**config.mk**
```make
export PLATFORM = sky130hd
export DESIGN_NAME = complex_stream_demux
export DESIGN_NICKNAME = d
export VERILOG_FILES = /design/src/rtl/complex_pkg.sv /design/src/rtl/complex_sync_fifo.sv /design/src/rtl/complex_stream_demux.sv
export SDC_FILE = /design/constraint.sdc
export NUM_CORES = 1
export LEC_CHECK = 0
export CORE_AREA = 3 3 117 232
export DETAILED_ROUTE_END_ITERATION = 8
export DIE_AREA = 0 0 120 235
export PLACE_DENSITY = 0.7
export SYNTH_ARGS = -nofsm -noshare
export SYNTH_HDL_FRONTEND = slang
export SYNTH_HIERARCHICAL = 1
export SYNTH_SLANG_ARGS = --single-unit
```
**constraint.sdc**
```tcl
create_clock -name clk -period 5.7 [get_ports clk]
set_input_delay 1.71 -clock clk [delete_from_list [all_inputs] [get_ports clk]]
set_output_delay 1.71 -clock clk [all_outputs]
set_load 0.02 [all_outputs]
```
**src/rtl/complex_pkg.sv**
```systemverilog
// Shared complex-sample types and helpers for the complex datapath blocks.
// Samples travel as 64-bit words laid out {re[31:0], im[31:0]}.
package complex_pkg;

    localparam int CPLX_W = 64;
    localparam int PART_W = 32;

    typedef struct packed {
        logic [PART_W-1:0] re;
        logic [PART_W-1:0] im;
    } complex_t;

    function automatic logic [CPLX_W-1:0] pack_cplx(input complex_t c);
        return {c.re, c.im};
    endfunction

    function automatic complex_t unpack_cplx(input logic [CPLX_W-1:0] w);
        complex_t c;
        c.re = w[CPLX_W-1:PART_W];
        c.im = w[PART_W-1:0];
        return c;
    endfunction

endpackage

```
**src/rtl/complex_sync_fifo.sv**
```systemverilog
// Synchronous FIFO of complex samples with flush; head is zero when empty.
// Latency: a push is visible at the head the cycle after the write edge.
// Backpressure: full blocks pushes; a slot freed by a pop is usable only the next cycle.
module complex_sync_fifo
    import complex_pkg::*;
#(
    parameter int DEPTH = 2
) (
    input  logic              clk,
    input  logic              rst_n,
    input  logic              flush,
    input  logic              push,
    input  logic [CPLX_W-1:0] push_data,
    input  logic              pop,
    output logic [CPLX_W-1:0] head,
    output logic              vld,
    output logic              full
);

    localparam int AW = (DEPTH > 1) ? $clog2(DEPTH) : 1;
    localparam logic [AW-1:0] PTR_ONE  = AW'(1);
    localparam logic [AW:0]   OCC_ONE  = (AW + 1)'(1);
    localparam logic [AW:0]   FULL_OCC = (AW + 1)'(DEPTH);

    complex_t      mem [DEPTH];
    logic [AW-1:0] wr_ptr;
    logic [AW-1:0] rd_ptr;
    logic [AW:0]   occ;
    logic          empty;
    logic          do_push;
    logic          do_pop;

    assign empty   = (occ == '0);
    assign full    = (occ == FULL_OCC);
    assign vld     = ~empty;
    assign do_push = push & ~full & ~flush;
    assign do_pop  = pop & ~empty & ~flush;
    assign head    = empty ? '0 : pack_cplx(mem[rd_ptr]);

    always_ff @(posedge clk) begin
        if (do_push) begin
            mem[wr_ptr] <= unpack_cplx(push_data);
        end
    end

    always_ff @(posedge clk) begin
        if (!rst_n || flush) begin
            wr_ptr <= '0;
            rd_ptr <= '0;
            occ    <= '0;
        end else begin
            if (do_push) begin
                wr_ptr <= wr_ptr + PTR_ONE;
            end
            if (do_pop) begin
                rd_ptr <= rd_ptr + PTR_ONE;
            end
            case ({do_push, do_pop})
                2'b10:   occ <= occ + OCC_ONE;
                2'b01:   occ <= occ - OCC_ONE;
                default: occ <= occ;
            endcase
        end
    end

endmodule

```
**src/rtl/complex_stream_demux.sv**
```systemverilog
// Routes each complex sample to out0 or out1 by in_sel; CDEMUX_STATS_EN adds beat counters.
// Latency: 1 cycle from input acceptance to outK_valid.
// Backpressure: in_ready tracks only the FIFO selected by in_sel, so a stalled consumer blocks only its own traffic.
module complex_stream_demux
    import complex_pkg::*;
#(
    parameter int DEPTH = 2
`ifdef CDEMUX_STATS_EN
    ,
    parameter int CNT_W = 16
`endif
) (
    input  logic              clk,
    input  logic              rst_n,
    input  logic              flush,
    input  logic [CPLX_W-1:0] in_data,
    input  logic              in_sel,
    input  logic              in_valid,
    output logic              in_ready,
    output logic [CPLX_W-1:0] out0_data,
    output logic              out0_valid,
    input  logic              out0_ready,
    output logic [CPLX_W-1:0] out1_data,
    output logic              out1_valid,
    input  logic              out1_ready
`ifdef CDEMUX_STATS_EN
    ,
    output logic [CNT_W-1:0]  out0_count,
    output logic [CNT_W-1:0]  out1_count
`endif
);

    logic full0;
    logic full1;
    logic push0;
    logic push1;

    // in_sel is only meaningful with in_valid, so the combinational path is safe.
    assign in_ready = ~flush & (in_sel ? ~full1 : ~full0);
    assign push0    = in_valid & in_ready & ~in_sel;
    assign push1    = in_valid & in_ready &  in_sel;

    complex_sync_fifo #(.DEPTH(DEPTH)) u_fifo0 (
        .clk       (clk),
        .rst_n     (rst_n),
        .flush     (flush),
        .push      (push0),
        .push_data (in_data),
        .pop       (out0_ready),
        .head      (out0_data),
        .vld       (out0_valid),
        .full      (full0)
    );

    complex_sync_fifo #(.DEPTH(DEPTH)) u_fifo1 (
        .clk       (clk),
        .rst_n     (rst_n),
        .flush     (flush),
        .push      (push1),
        .push_data (in_data),
        .pop       (out1_ready),
        .head      (out1_data),
        .vld       (out1_valid),
        .full      (full1)
    );

`ifdef CDEMUX_STATS_EN
    localparam logic [CNT_W-1:0] CNT_ONE = CNT_W'(1);

    // Pops in a flush cycle are discarded, so they are not counted as delivered.
    always_ff @(posedge clk) begin
        if (!rst_n) begin
            out0_count <= '0;
            out1_count <= '0;
        end else begin
            if (out0_valid && out0_ready && !flush) begin
                out0_count <= out0_count + CNT_ONE;
            end
            if (out1_valid && out1_ready && !flush) begin
                out1_count <= out1_count + CNT_ONE;
            end
        end
    end
`endif

endmodule

```
==> run_results.csv, run 1 <==
group,metric,value,unit
setup_path,cp.required,3.99,ns
setup_path,reg2regPathDepth,7,
setup_path,ff2ff_setup_slack,3.37,ns
pwr,ir_worst_vdd,258,µV
place,port_buffers,201,
place,routabilityCongestion,0.734,
sta,fin_crit_sh,85.1,%
layout,fin_area,13300,µm²
synthesis,syn_avg_cell_area,16.7,µm²
layout,nets,886,
global_route,grt_pass1_vias,6138,
floorplanning,start_util,39.5,%
setup_path,r2r_start,"u_fifo0/occ[0]",
sta,tightest_slew,1.16,ns
drt,drc_errors,0,
cts,clock_latency,0.51,ns
pwr,p_seq_share,57.7,%
pwr,p_clk_share,38.5,%
place,place_hpwl,14500,µm
sta,rsz0062_at_grt,"no",
cts,clk_path_buf_depth,3,
drt,antenna_left,0,
global_route,gr-usage-all-layers,16.2,%
floorplanning,num_io_pins,202,
sta,setup_tns,0,ns
min_path,worstHoldPathCells,2,
synthesis,synthesis.instances,605,
drt,drtPass1Iterations,4,
pwr,intPower,3.02,mW
setup_path,arrival,3.14,ns
setup_path,critPathCaptureType,"output port",
pwr,p_switching,739,µW
synthesis,syn-num-nets,678,
sta,final-setup-viol-count,0,
setup_path,crit_type,"primary input to output port",
layout,area_growth,31.2,%
min_path,min_path_type,"register to register",
layout,layout_common_cells,"edfxtp_1 (256), clkdlybuf4s50_1 (201), nor2_1 (136)",
drt,viasPerCell,4.80,
floorplanning,rows,83,
synthesis,netlist_area,10100,µm²
status,status,"finished, final reports clean",
drt,vias,5615,
sta,hold_viol_final,0,
cts,cts_tree,"built",
floorplanning,core_area,25700,µm²
global_route,grt_pass1_wl,34800,µm
drt,wl_per_cell,19.7,µm
sta,relSlewSlack,22.7,%
sta,skew,0.0129,ns
pwr,combPwrFrac,3.8,%
cts,clk_pin_slew_worst_paths,0.06,ns
cts,cts_num_sinks,266,
pwr,switching_share,19.7,%
floorplanning,dieWidth,120,µm
global_route,grt_overflow,0,
pwr,pwr_density_cell,283,nW/µm²
cts,cts_resized,0,
pwr,p_leak,4.07,nW
job,cap_viol_max_count,0,
floorplanning,die_y,235,µm
sta,slew_viol_final,0,
drt,drtIter0Drc,270,
cts,postCtsSetupBuffers,0,
cts,cts_buffers,23,
sta,max_freq,206,MHz
setup_path,startpoint_type,"primary input",
cts,htreeDepth,1,
synthesis,synth.distinct_cells,23,
global_route,antenna_found_initial,4,
setup_path,cp_max_fo,4,
min_path,hp-start,"u_fifo1/rd_ptr",
cts,ctsRootBufferMaster,"clkbuf_16",
layout,final_common_cell,"edfxtp_1",
synthesis,ys_seq_elements,266,
layout,drive_gt1_share,6.51,%
sta,period_minus_slack,4.85,ns
cts,holdBufCountCts,0,
floorplanning,dieArea,28200,µm²
drt,wl,23100,µm
synthesis,ys_warn_count,6,
place,placed_area,12600,µm²
global_route,grt_max_degree,65,
synthesis,synth_seq_area_share,77.9,%
setup_path,rr_endpoint,"u_fifo0/occ[1]",
## layer usage
metal	track usage (%)	part of all wire (%)	up-vias	routed length, µm
met5	0	0.12	-	27
met3	2.36	4.6	47	1050
met4	7.20	3.7	4	855
met2	31.6	58	153	13300
met1	16.5	34	2775	7850
li1	-	-	2636	-
## how the worst max path moves through the flow
stage           start                end  slack [ns]  depth (start not counted)
2_1_floorplan   flush  u_fifo0/mem[0][0]        0.29                          4
3_3_place_gp   in_sel           in_ready        0.90                          4
3_5_place_dp   in_sel           in_ready        0.86                          4
4_1_cts        in_sel           in_ready        0.83                          4
5_1_grt        in_sel           in_ready        0.78                          4
6_report       in_sel           in_ready        0.85                          4
## stage by stage
| stage | utilization, % | total power, mW | setup WS, ns | instances | hold WS [ns] |
|---|---|---|---|---|---|
| 2_1_floorplan | - | 2.26 | 0.289 | 605 | 0.472 |
| 3_3_place_gp | 49.1 | 2.35 | 0.897 | 1128 | 0.484 |
| 3_5_place_dp | 49.1 | 2.35 | 0.858 | 1128 | 0.499 |
| 4_1_cts | 51.8 | 3.80 | 0.832 | 1169 | 0.517 |
| 5_1_grt | 51.8 | 3.88 | 0.780 | 1170 | 0.553 |
| 6_report | 51.8 | 3.76 | 0.847 | 1171 | 0.516 |
## power groups by stage
stage | sequential [mW] | clock, mW | combinational (mW)
3_5_place_dp | 2.21 | 0 | 0.144
6_report | 2.17 | 1.45 | 0.143
5_1_grt | 2.17 | 1.56 | 0.153
2_1_floorplan | 2.21 | 0 | 0.0447
3_3_place_gp | 2.21 | 0 | 0.140
4_1_cts | 2.17 | 1.49 | 0.145
## state kept, by name, indices dropped and copies added (netlist names), named ones only
register	flops
u_fifo0/mem	128
u_fifo1/mem	128
u_fifo0/occ	2
u_fifo1/occ	2
u_fifo0/rd_ptr	1
u_fifo0/wr_ptr	1
u_fifo1/rd_ptr	1
u_fifo1/wr_ptr	1
## critical path, cell delays in order
cell and delay (ns):
clkdlybuf4s50_1 0.52, nor2b_1 0.07, a211oi_1 0.20, clkdlybuf4s50_1 0.65
## cells in the mapped netlist
| cell | number | area, µm² |
|---|---|---|
| xor2_1 | 4 | 35.0 |
| ha_1 | 2 | 25.0 |
| nand2b_1 | 2 | 12.5 |
| xnor2_1 | 2 | 17.5 |
| nor2_1 | 142 | 533 |
| buf_2 | 14 | 70.1 |
| buf_4 | 12 | 90.1 |
| clkbuf_1 | 2 | 7.51 |
| mux2i_1 | 128 | 1280 |
| a211oi_1 | 1 | 7.51 |
| nand3_1 | 4 | 20.0 |
| edfxtp_1 | 256 | 7690 |
| or3_1 | 2 | 12.5 |
| nor3_1 | 1 | 5.00 |
| inv_1 | 8 | 30.0 |
| nand2b_4 | 1 | 13.8 |
| dfxtp_1 | 10 | 200 |
| o21ai_0 | 4 | 20.0 |
| a21oi_1 | 4 | 20.0 |
| a21o_1 | 2 | 15.0 |
| nor2b_1 | 1 | 6.26 |
| nor3b_2 | 1 | 12.5 |
| nand2_1 | 2 | 7.51 |
## kinds of logic (layout without fill, tap and decap cells)
group	count (synthesis)	count (layout)	share of synthesized area (%)
compound gates	11	11	0.618
xor+xnor	6	6	0.519
fa+ha+maj	2	2	0.247
buf+inv	36	260	1.95
flops	266	266	77.9
mux	128	128	12.6
other cells	0	2	0
simple gates	156	156	6.15
## layout make-up
class / count / area [µm²]
Antenna cell: 2 / 5.00
Clock buffer: 23 / 576
Clock inverter: 18 / 121
Fill cell: 2154 / 12400
Inverter: 8 / 30.0
Multi-Input combinational cell: 303 / 2090
Sequential cell: 266 / 7900
Tap cell: 340 / 425
Timing Repair Buffer: 211 / 2150
No activity file was read; power rests on OpenSTA's default activity.
==> inputs of run 2 (changes only) <==
RECOVER_POWER = 50   (was default)
==> run 2 against run 1 <==
  * Register-to-register slack worse by 1.2 ns
  * Global-route usage is the same
  * Highest routed layer unchanged
  * The flow now finishes with violations (max-capacitance violations, max-slew violations)
  * Cell area decreased by 0.51%
  * Die area did not move
==> run_results.csv, run 2 (synthesis results as in run 1) <==
group,metric,value,unit
global_route,grt_pass1_vias,6138,
cts,clk_path_buf_depth,3,
place,routabilityCongestion,0.734,
layout,reg.largest.list,"u_fifo0/mem x128, u_fifo1/mem x128",
setup_path,r2r_start,"u_fifo1/occ[0]",
place,dp_cells,1128,
drt,wl,23100,µm
pwr,intPower,3.01,mW
drt,drtPass1Iterations,4,
cts,cts_tree,"built",
cts,holdBufCountCts,0,
job,cap_viol_max_count,4,
global_route,gr-usage-all-layers,16.2,%
layout,multi_input_area,2080,µm²
pwr,ir_worst_vdd,257,µV
floorplanning,start_util,39.5,%
floorplanning,dieArea,28200,µm²
sta,tightest_slew,2.05,ns
floorplanning,rows,83,
layout,finish.cell_count_without_fillers,1173,
sta,period_minus_slack,4.95,ns
setup_path,reg2regPathDepth,6,
global_route,grt_max_degree,65,
floorplanning,die_y,235,µm
sta,slew_viol_final,260,
pwr,pwr_density_cell,283,nW/µm²
setup_path,crit_type,"primary input to output port",
global_route,grt_pass1_wl,34800,µm
drt,drtIter0Drc,269,
sta,hold_viol_final,0,
cts,cts_buffers,23,
floorplanning,dieWidth,120,µm
cts,clock_latency,0.52,ns
cts,ctsRootBufferMaster,"clkbuf_16",
sta,rsz0062_at_grt,"no",
global_route,antenna_found_initial,7,
min_path,hp-start,"u_fifo1/rd_ptr",
status,violations,"max-capacitance violations, max-slew violations",
drt,antenna_left,0,
setup_path,arrival,3.24,ns
layout,drive_gt1_share,6.27,%
pwr,combPwrFrac,3.5,%
sta,fin_crit_sh,86.8,%
cts,clk_pin_slew_worst_paths,0.06,ns
cts,cts_num_sinks,266,
setup_path,rr_endpoint,"u_fifo1/mem[0][53]",
floorplanning,num_io_pins,202,
setup_path,startpoint,"flush",
setup_path,critPathCaptureType,"output port",
cts,cts_resized,0,
drt,wl_per_cell,19.7,µm
setup_path,cp.required,3.99,ns
sta,max_freq,202,MHz
cts,postCtsSetupBuffers,0,
pwr,switching_share,19.7,%
pwr,p_clk_share,38.6,%
status,status,"complete, but fails checks",
sta,skew,0.0133,ns
pwr,p_total,3.75,mW
layout,nets,886,
drt,drc_errors,0,
setup_path,ff2ff_setup_slack,2.17,ns
place,place_hpwl,14500,µm
cts,htreeDepth,1,
pwr,p_leak,4.07,nW
sta,setup_tns,0,ns
min_path,worstHoldPathCells,2,
place,placed_area,12600,µm²
layout,seqCellArea,7900,µm²
layout,layout_common_cells,"edfxtp_1 (256), nor2_1 (136), clkdlybuf4s50_1 (134)",
layout,fin_area,13200,µm²
min_path,min_path_type,"register to register",
layout,fillers,2165,
drt,viasPerCell,4.80,
place,port_buffers,201,
drt,vias,5635,
pwr,p_seq_share,57.9,%
setup_path,cp_max_fo,6,
global_route,grt_overflow,0,
sta,relSlewSlack,-36.8,%
floorplanning,core_area,25700,µm²
layout,area_growth,30.5,%
setup_path,startpoint_type,"primary input",
sta,final-setup-viol-count,0,
layout,final_common_cell,"edfxtp_1",
pwr,p_switching,738,µW
sta,holdWs,0.515,ns
==> run 2: cell types whose count changed in the layout (fill, tap and decap cells not counted), sizes merged <==
cell,change
buf,-4
diode,+2
clkdlybuf4s50,-67
clkbuf,+4
dlygate4sd3,+67
==> run 2: worst max-delay path: stages <==
cell             delay (ns)
dlygate4sd3_1          0.61
a211oi_1               0.27
clkdlybuf4s50_1        0.65
==> run 2: routing by layer <==
metal / track usage (%) / wire (µm) / part of all wire [%]
met5: 0 / 27 / 0.12
met4: 7.20 / 872 / 3.8
met3: 2.36 / 993 / 4.3
met2: 31.6 / 13400 / 58
met1: 16.5 / 7780 / 34
==> run 2: metrics by stage <==
stage	setup slack [ns]	utilization, %
global placement	0.897	49.1
global route	0.704	51.5
CTS	0.832	51.8
floorplan	0.289	-
finish	0.751	51.6
detailed placement	0.858	49.1
==> run 2: how the worst max path moves through the flow <==
stage                     cells after the start  slack, ns           endpoint
after detailed placement                      4       0.86           in_ready
after CTS                                     4       0.83           in_ready
final                                         3       0.75           in_ready
after floorplan                               4       0.29  u_fifo0/mem[0][0]
after global placement                        4       0.90           in_ready
after global routing                          3       0.70           in_ready
==> run 2: cell type report <==
| type | instances | area share, % |
|---|---|---|
| sequential | 266 | 59.7 |
| timing repair buffer | 211 | 15.8 |
| multi-input combinational | 303 | 15.7 |
| clock buffer | 23 | 4.35 |
| tap | 340 | 3.22 |
| clock inverter | 18 | 0.918 |
| inverter | 8 | 0.227 |
| antenna | 4 | 0.0757 |
==> run 2: power by group through the flow <==
stage               registers, mW  clock network [mW]  logic [mW]
finish                       2.17                1.45       0.131
floorplan                    2.21                   0      0.0447
detailed placement           2.21                   0       0.144
global route                 2.17                1.56       0.141
global placement             2.21                   0       0.140
CTS                          2.17                1.49       0.145
==> inputs of run 3 (changes only) <==
CORE_AREA = 3 3 109 216   (was 3 3 117 232)
DIE_AREA = 0 0 112 219   (was 0 0 120 235)
PLACE_DENSITY = 0.79   (was 0.7)
==> run 3 against run 2 <==
  * The flow still finishes with violations (max-capacitance violations, max-slew violations)
  * Clock power increased by 3%
  * Global-route usage increased by 1.1 points
  * Non-clock buffer count increased by 5
  * Cell area decreased by 0.34%
  * Critical endpoint unchanged
  * Largest cell class unchanged
  * Highest routed layer unchanged
==> run_results.csv, run 3 (synthesis results as in run 1) <==
group,metric,value,unit
cts,ctsRootBufferMaster,"clkbuf_16",
status,violations,"max-capacitance violations, max-slew violations",
layout,final_common_cell,"edfxtp_1",
drt,drtPass1Iterations,4,
sta,max_freq,203,MHz
cts,clock_latency,0.51,ns
floorplanning,dieArea,24500,µm²
pwr,ir_worst_vdd,288,µV
floorplanning,num_io_pins,202,
cts,clk_pin_slew_worst_paths,0.06,ns
place,routabilityCongestion,0.774,
layout,drive_gt1_share,6.01,%
drt,wl,21800,µm
job,cap_viol_max_count,2,
setup_path,startpoint_type,"primary input",
drt,wl_per_cell,19.6,µm
setup_path,slowest_stage,"clkdlybuf4s50_1",
sta,final-setup-viol-count,0,
drt,drc_errors,0,
layout,area_growth,30.1,%
pwr,p_leak,4.12,nW
drt,antenna_left,0,
setup_path,arrival,3.22,ns
cts,cts_buffers,22,
layout,nets,890,
setup_path,crit_type,"primary input to output port",
sta,hold_viol_final,0,
layout,fin_area,13200,µm²
drt,wl_met2,12400,µm
sta,skew,0.0125,ns
floorplanning,rows,77,
cts,htreeDepth,1,
place,port_buffers,201,
sta,relSlewSlack,-8.60,%
layout,reg.largest.list,"u_fifo0/mem x128, u_fifo1/mem x128",
setup_path,critPathCaptureType,"output port",
drt,vias,5680,
cts,cts_resized,0,
setup_path,cp.required,3.99,ns
global_route,antenna_found_initial,10,
drt,viasPerCell,5.11,
cts,cts_num_sinks,266,
floorplanning,core_area,22100,µm²
setup_path,crit_buf_inv,2,
setup_path,crit_path_cell_trace,"dlygate4sd3_1 -> a211oi_1 -> clkdlybuf4s50_1",
min_path,min_path_type,"register to register",
sta,fin_crit_sh,86.4,%
global_route,grt_pass1_wl,32400,µm
global_route,gr-usage-all-layers,17.3,%
status,status,"complete, but fails checks",
setup_path,slowest_delay,0.64,ns
drt,top_layer,"met5",
cts,postCtsSetupBuffers,0,
sta,rsz0062_at_grt,"no",
sta,setup_tns,0,ns
sta,tightest_slew,1.62,ns
cts,holdBufCountCts,0,
drt,drt-met1-wl,7510,µm
drt,drtIter0Drc,210,
setup_path,cp_max_fo,6,
global_route,grt_max_degree,66,
cts,cts_tree,"built",
drt,wl_met3,1040,µm
sta,slew_viol_final,38,
floorplanning,die_y,219,µm
sta,period_minus_slack,4.93,ns
cts,clk_path_buf_depth,3,
layout,fillers,1632,
global_route,grt_pass1_vias,5768,
floorplanning,start_util,45.9,%
layout,layout_common_cells,"edfxtp_1 (256), nor2_1 (140), clkdlybuf4s50_1 (136)",
setup_path,crit_family,"buffers and inverters",
place,placed_area,12500,µm²
pwr,pwr_density_cell,288,nW/µm²
place,place_hpwl,14300,µm
floorplanning,dieWidth,112,µm
global_route,grt_overflow,0,
run 3: power breakdown:
group	switching, mW	internal [mW]	total, mW	leakage [nW]
registers	0.00629	2.16	2.17	2.39
clock network	0.624	0.877	1.50	0.359
logic	0.0698	0.0608	0.131	1.36
run 3: final timing paths:
kind | end | cells after the start | startpoint | slack, ns
worst max-delay path | in_ready | 3 | flush | 0.77
worst min register to register | u_fifo1/rd_ptr | 2 | u_fifo1/rd_ptr | 0.51
worst max register to register | u_fifo0/mem[0][33] | 6 | u_fifo0/occ[0] | 2.13
worst min-delay path | u_fifo1/rd_ptr | 2 | u_fifo1/rd_ptr | 0.51
run 3: layout make-up:
class / count / area [µm²] / share of cell area [%]
sequential: 266 / 7900 / 59.9
multi-input combinational: 303 / 2050 / 15.5
tap: 276 / 345 / 2.62
clock buffer: 28 / 594 / 4.51
timing repair buffer: 216 / 2120 / 16.1
antenna: 4 / 10.0 / 0.0760
inverter: 8 / 30.0 / 0.228
clock inverter: 11 / 138 / 1.04
run 3: metal layers:
metal	vias up	GRT usage [%]
li1	2654	-
met4	4	8.42
met3	55	2.24
met1	2763	18.8
met2	204	32.8
met5	-	0
run 3: worst register-to-register path: stages, from the launching register on:
cell and delay (ns):
dfxtp_1 0.47, nand2b_1 0.22, inv_1 0.07, nor3_1 0.36
nand3_1 0.26, nor2_1 1.26, buf_4 0.56
run 3: stage by stage:
stage               util [%]  instances  hold slack, ns  power, mW  setup WS [ns]
detailed placement      56.7       1069           0.486       2.35          0.876
CTS                     60.0       1108           0.513       3.85          0.856
floorplan                  -        605           0.472       2.26          0.289
global route            59.7       1111           0.545       3.92          0.718
global placement        56.7       1069           0.485       2.35          0.837
finish                  59.7       1112           0.506       3.80          0.774
